===== config.mk =====
export PLATFORM = sky130hd
export DESIGN_NAME = wb_port_arbiter
export DESIGN_NICKNAME = d
export VERILOG_FILES = /design/src/rtl/wb_port_arbiter.sv
export SDC_FILE = /design/constraint.sdc
export NUM_CORES = 1
export LEC_CHECK = 0
export BUFFER_PORTS_ARGS = -buffer_cell sky130_fd_sc_hd__buf_4
export CORE_MARGIN = 2
export CORE_UTILIZATION = 50
export DETAILED_ROUTE_END_ITERATION = 7
export PLACE_DENSITY = 0.79
export SETUP_SLACK_MARGIN = 0.15
export SYNTH_ARGS = -nofsm -noshare
export SYNTH_HDL_FRONTEND = slang
export SYNTH_SLANG_ARGS = --single-unit

===== constraint.sdc =====
create_clock -name Clock -period 6 [get_ports Clock]
set_input_delay 0.3 -clock Clock [delete_from_list [all_inputs] [get_ports Clock]]
set_output_delay 0.3 -clock Clock [all_outputs]
set_load 0.05 [all_outputs]

===== src/rtl/wb_port_arbiter.sv =====
// Write-back port arbiter: shares one register-file write port between the pipeline WB
// stage (fixed priority) and a small FIFO of multi-cycle (mul/div) results.
module wb_port_arbiter #(
    parameter int DATA_WIDTH   = 32,
    parameter int ADDR_WIDTH   = 5,
    parameter int DEPTH        = 2,
    parameter int STARVE_LIMIT = 4
) (
    input  logic                  Clock,
    input  logic                  Reset,
    input  logic                  PipeRegWrite,
    input  logic [ADDR_WIDTH-1:0] PipeWriteAddr,
    input  logic [DATA_WIDTH-1:0] PipeWriteData,
    input  logic                  MdValid,
    input  logic [ADDR_WIDTH-1:0] MdAddr,
    input  logic [DATA_WIDTH-1:0] MdData,
    output logic                  MdReady,
    output logic                  RegWrite,
    output logic [ADDR_WIDTH-1:0] WriteAddr,
    output logic [DATA_WIDTH-1:0] WriteData,
    output logic                  Stall,
    output logic                  Pending
);

    localparam int PTR_W = $clog2(DEPTH);
    localparam int CNT_W = $clog2(DEPTH + 1);
    localparam int STV_W = $clog2(STARVE_LIMIT + 1);
    localparam logic [CNT_W-1:0] FULL  = CNT_W'(DEPTH);
    localparam logic [STV_W-1:0] LIMIT = STV_W'(STARVE_LIMIT);

    logic [ADDR_WIDTH-1:0] addr_mem [DEPTH];
    logic [DATA_WIDTH-1:0] data_mem [DEPTH];
    logic [PTR_W-1:0]      wr_ptr;
    logic [PTR_W-1:0]      rd_ptr;
    logic [CNT_W-1:0]      count;
    logic [STV_W-1:0]      starve_cnt;
    logic [STV_W-1:0]      starve_next;
    logic                  stall_q;
    logic                  stall_next;
    logic                  fifo_empty;
    logic                  push;
    logic                  pop;

    // Grant logic: the pipeline always wins; the FIFO head drains only in pipe bubbles.
    // Everything is forced quiet while Reset is held, whatever the registers contain.
    always_comb begin
        fifo_empty = (count == '0);
        MdReady    = !Reset && (count != FULL);
        Pending    = !Reset && !fifo_empty;
        Stall      = !Reset && stall_q;
        push       = MdValid && MdReady;
        pop        = !Reset && !PipeRegWrite && !fifo_empty;
        RegWrite   = 1'b0;
        WriteAddr  = '0;
        WriteData  = '0;
        if (!Reset) begin
            if (PipeRegWrite) begin
                RegWrite  = (PipeWriteAddr != '0);
                WriteAddr = PipeWriteAddr;
                WriteData = PipeWriteData;
            end else if (!fifo_empty) begin
                RegWrite  = (addr_mem[rd_ptr] != '0);
                WriteAddr = addr_mem[rd_ptr];
                WriteData = data_mem[rd_ptr];
            end
        end
    end

    // Starvation tracking; Stall rises on the same edge the counter saturates.
    always_comb begin
        starve_next = starve_cnt;
        stall_next  = stall_q;
        if (pop || fifo_empty) begin
            starve_next = '0;
        end else if (starve_cnt != LIMIT) begin
            starve_next = starve_cnt + 1'b1;
        end
        if (pop) begin
            stall_next = 1'b0;
        end else if (starve_next == LIMIT) begin
            stall_next = 1'b1;
        end
    end

    always_ff @(posedge Clock) begin
        if (push) begin
            addr_mem[wr_ptr] <= MdAddr;
            data_mem[wr_ptr] <= MdData;
        end
    end

    // Pointers wrap naturally because DEPTH is a power of two.
    always_ff @(posedge Clock) begin
        if (Reset) begin
            wr_ptr     <= '0;
            rd_ptr     <= '0;
            count      <= '0;
            starve_cnt <= '0;
            stall_q    <= 1'b0;
        end else begin
            if (push) wr_ptr <= wr_ptr + 1'b1;
            if (pop)  rd_ptr <= rd_ptr + 1'b1;
            if (push && !pop)      count <= count + 1'b1;
            else if (pop && !push) count <= count - 1'b1;
            starve_cnt <= starve_next;
            stall_q    <= stall_next;
        end
    end

endmodule


After elaboration in Yosys (flattened, before gate mapping) --
Memory sizes are Yosys's and may differ from the RTL's. A register that Yosys moved wholly into a read port is not among the register bits. Cells that the tools add are included.
Cells by class: $add $sub $neg 5, eq/ne operators 3, multiplexer cells 19, reduce and logical (&&, ||, !) cells 19
Operators with widths (count):
- 32-bit two-way mux | 3
- 5-bit two-way mux | 3
- 5-bit nonzero test | 2
- 1-bit two-way mux | 9
- 1-bit logical AND | 8
- 3-bit two-way mux | 2
- 1-bit logical NOT | 5
- 2-bit two-way mux | 2
- 3-bit by 1-bit adder with 3-bit output, second input constant | 1
- 3-bit == test, second input constant | 1
- 3-bit != test, second input constant | 1
- 1-bit adder, second input constant | 2
- 2-bit by 1-bit adder with 2-bit output, second input constant | 1
- 2-bit logical NOT | 1
- 2-bit != test, second input constant | 1
- 2-bit nonzero test | 1
- 2-bit OR reduction | 1
- 2-bit by 1-bit subtractor with 2-bit output, second input constant | 1
- 1-bit logical OR | 1
Storage, ports and cells: bits in registers 8, memory bits (writable) 74, input bits 78, output and inout bits 41, logic and storage cells 53, memories 2
Memory list:
- data_mem | depth 2, bits a word 32, rd ports 1, clocked after memory_dff 1, write ports 1, RTL line 32 | logic [DATA_WIDTH-1:0] data_mem [DEPTH];
- addr_mem | depth 2, bits a word 5, rd ports 1, clocked after memory_dff 1, write ports 1, RTL line 31 | logic [ADDR_WIDTH-1:0] addr_mem [DEPTH];

Longest topological paths before layout --
depth after elaboration 7, depth in mapped cells 8, mapped depth without buffers 6

Worst setup path before layout --
No wires, ideal clock.
kind reg-to-reg, from register count[0], to register wr_ptr, library setup time 0.074 ns, arrival 4.604 ns, data required time 5.926 ns, slack 1.323 ns, stages on the path, launching flop included 4, buffers on the path 0, clock period less this slack 4.677 ns, path through dfxtp_1 > nor2b_1 > nor4_1 > o21ba_2
Between the ends: cells in the longest elaborated chain, start to end 3
RTL lines:
- start: declaration | RTL line 35 | logic [CNT_W-1:0] count;
- start signal: assignment | RTL line 103 | if (push && !pop) count <= count + 1'b1;
- start signal: assignment | RTL line 104 | else if (pop && !push) count <= count - 1'b1;
- 2-bit != test | RTL line 48 | MdReady = !Reset && (count != FULL);
- 1-bit logical AND | RTL line 48
- 1-bit logical AND | RTL line 51 | push = MdValid && MdReady;
- end signal: assignment | RTL line 101 | if (push) wr_ptr <= wr_ptr + 1'b1;
- end: declaration | RTL line 33 | logic [PTR_W-1:0] wr_ptr;
No other way between the ends. A chain may end at the register's enable or synchronous reset.

Worst setup path in the final report --
from register count[0], to output port RegWrite
Between the ends: cells in the longest elaborated chain, start to end 4
RTL lines:
- 2-bit logical NOT | RTL line 47 | fifo_empty = (count == '0);
- 1-bit two-way mux | RTL line 61 | end else if (!fifo_empty) begin
- 1-bit two-way mux | RTL line 57 | if (PipeRegWrite) begin
- 1-bit two-way mux | RTL line 56 | if (!Reset) begin
- end: declaration | RTL line 18 | output logic RegWrite,
No other way between the ends.

==> reports/metrics.cfg <==
[cells_and_area]
final_cells = 477
fill_cells = 502
num-nets-final = 458
n_antenna_cell = 0
drive_above_1_share_pct = 40.2
area_delta_synth_final_pct = 33.2
finalCoreUtilization_pct = 68.8

[timing]
hold_viol = 0
period_share_pct = 37.8
setup_viol = 0
worst_slew_pin_slew_ns = 0.903
finClkSkew_ns = 0.00587
max_freq_mhz = 441
slew_viol_final = 0
rsz0062_at_grt = false
fin_crit_ns = 2.27
tns_ns = 0
slew_headroom_pct = 39.8

[hold_path]
holdCritPathClass = input pin to flop
holdPathEnd = data_mem[1][29]
hold_depth = 1
worstHoldStart = MdData[29]

[drt]
first_pass_iters = 4
via_per_inst = 4.99
ant_nets = 0
drcViolationCount = 0
num_vias = 2380
drt-wirelength-per-cell_um = 14.3
wl_um = 6830
drt_iter0_markers = 88

[floorplanning]
coreArea_um2 = 6830
die_y_um = 88.0
fp.dieW_um = 88.0
dieArea_um2 = 7750
start_util_pct = 51.7
fp-row-count = 30
ios = 119

[placed_design]
hpwl_um = 4680
gp_congestion = 0.801
portBuffers = 118
dp_cells = 462

[yosys]
synth_common_cells = edfxtp_1 (74), mux2i_1 (37), nand2_1 (37), o21ai_0 (34)
syn_area_per_cell_um2 = 13.7
ys.flop_type = edfxtp_1
yosysTopAreaCell = edfxtp_1
yosysMostFrequentCell = edfxtp_1
netlist_area_um2 = 3530
synth-seq-cells = 83
seq_area_frac_synth_pct = 68.0
syn_inst = 258
synthTopCellsByArea = edfxtp_1 (63%), mux2i_1 (10%), dfxtp_1 (5.1%)
synth_cell_types = 31
synth_enable_flop_cells = 74
async_flop_share_pct = 0
yosysWarnings = 0
synth_top_area_share_pct = 62.9
syn_nets = 339

[setup_path]
r2r_start = count[0]
ff2ff_setup_slack_ns = 3.96
crit_arrival_ns = 1.97
path_class = flop to output port
r2r-end = count[1]
cp_max_fo = 39
end_kind = output port
required_ns = 5.70
critical_path.startpoint_type = flop
r2r_cells = 5

[global_route]
grt_overflow_total = 0
grt_pass1_wl_um = 10300
antenna_found_initial = 0
grt_pass1_vias = 2235
grt.total_usage_pct = 17.8
grt_max_degree = 40

[power]
irDropWorstVdd_mv = 0.153
p_per_area_nw_per_um2 = 297
p_leak_nw = 1.79

[clocking]
clock_sinks = 83
cts_resized = 0
post_cts_buffers = 0
htreeDepth = 3
tritoncts = yes
clkLatencyLatePin_ns = 0.33
ctsLongestPathBuffers = 2
cts.clk_slew.worst_paths_ns = 0.08
cts_root_buffer = clkbuf_8
hold_buffers = 0
cts_made_buffers = 9

[run]
maxCapViolations = 0

[outcome]
status = finished, final reports clean

[report_power, final]
part | internal, W | switching, W
clock network | 0.000229 | 0.000179
logic | 0.000118 | 0.000197
registers | 0.000663 | 0.0000120
total | 0.00101 | 0.000387
[cells by family (layout without fill, tap and decap cells)]
| group | Yosys count | after routing | synth area share, % |
|---|---|---|---|
| AO/OA/AOI/OAI | 52 | 52 | 8.89 |
| AND/OR/NAND/NOR | 64 | 64 | 8.54 |
| multiplexers | 37 | 37 | 10.5 |
| XOR/XNOR | 2 | 2 | 0.496 |
| flip-flops | 83 | 83 | 68.0 |
| buffers and inverters | 17 | 140 | 2.48 |
| adder cells (fa/ha/maj) | 3 | 3 | 1.06 |
[state kept, by name (all words and copies together), names as in the netlist, named ones only]
name / count
data_mem: 64
stall_q: 1
addr_mem: 10
starve_cnt: 3
count: 2
rd_ptr: 1
wr_ptr: 1
[layer usage]
metal  global-route usage [%]  vias up  routed length, um
li1                         -     1194                  -
met1                     22.6     1083               2900
met2                     28.7       92               3260
met3                     5.09       11                553
met4                     8.13        0                116
met5                        0        -                  0
[stage by stage]
stage / setup WS [ns] / instance area (um^2) / hold WS, ns / power [W]
finish: 3.73 / 4700 / 0.146 / 0.00140
global route: 3.60 / 4700 / 0.122 / 0.00146
CTS: 3.72 / 4700 / 0.132 / 0.00141
detailed placement: 3.96 / 4500 / 0.487 / 0.00101
global placement: 4.02 / 4500 / 0.486 / 0.000999
floorplan: 1.32 / 3530 / 0.399 / 0.000901
[critical path: stages, from the launching register on]
cell and delay (ns):
dfxtp_1 0.43, nor2_2 0.09, or3_4 0.53, o31ai_1 0.33
buf_4 0.25
[final cells by class]
type	count	area [um^2]	area share, %
Sequential cell	83	2400	51.1
Clock inverter	6	81.3	1.73
Inverter	4	15.0	0.319
Clock buffer	9	124	2.63
Timing Repair Buffer	121	908	19.3
Multi-Input combinational cell	158	1050	22.3
Tap cell	96	120	2.55
[placed cells by master (no fill, tap or decap), types with 7 or more instances in the layout]
cell type / n
buf_4: 121
o21ai_0: 34
nor2_1: 7
nand2_1: 37
mux2i_1: 37
clkbuf_8: 9
dfxtp_1: 8
o21ai_2: 9
edfxtp_1: 74
[worst max path at each step]
stage / start / end / slack (ns)
after floorplan: count[0] / wr_ptr / 1.32
after global placement: Reset / count[1] / 4.02
after detailed placement: Reset / count[1] / 3.96
after CTS: count[0] / RegWrite / 3.72
after global routing: count[0] / RegWrite / 3.60
final: count[0] / RegWrite / 3.73
Note: power is estimated with default switching activity, not from simulation.
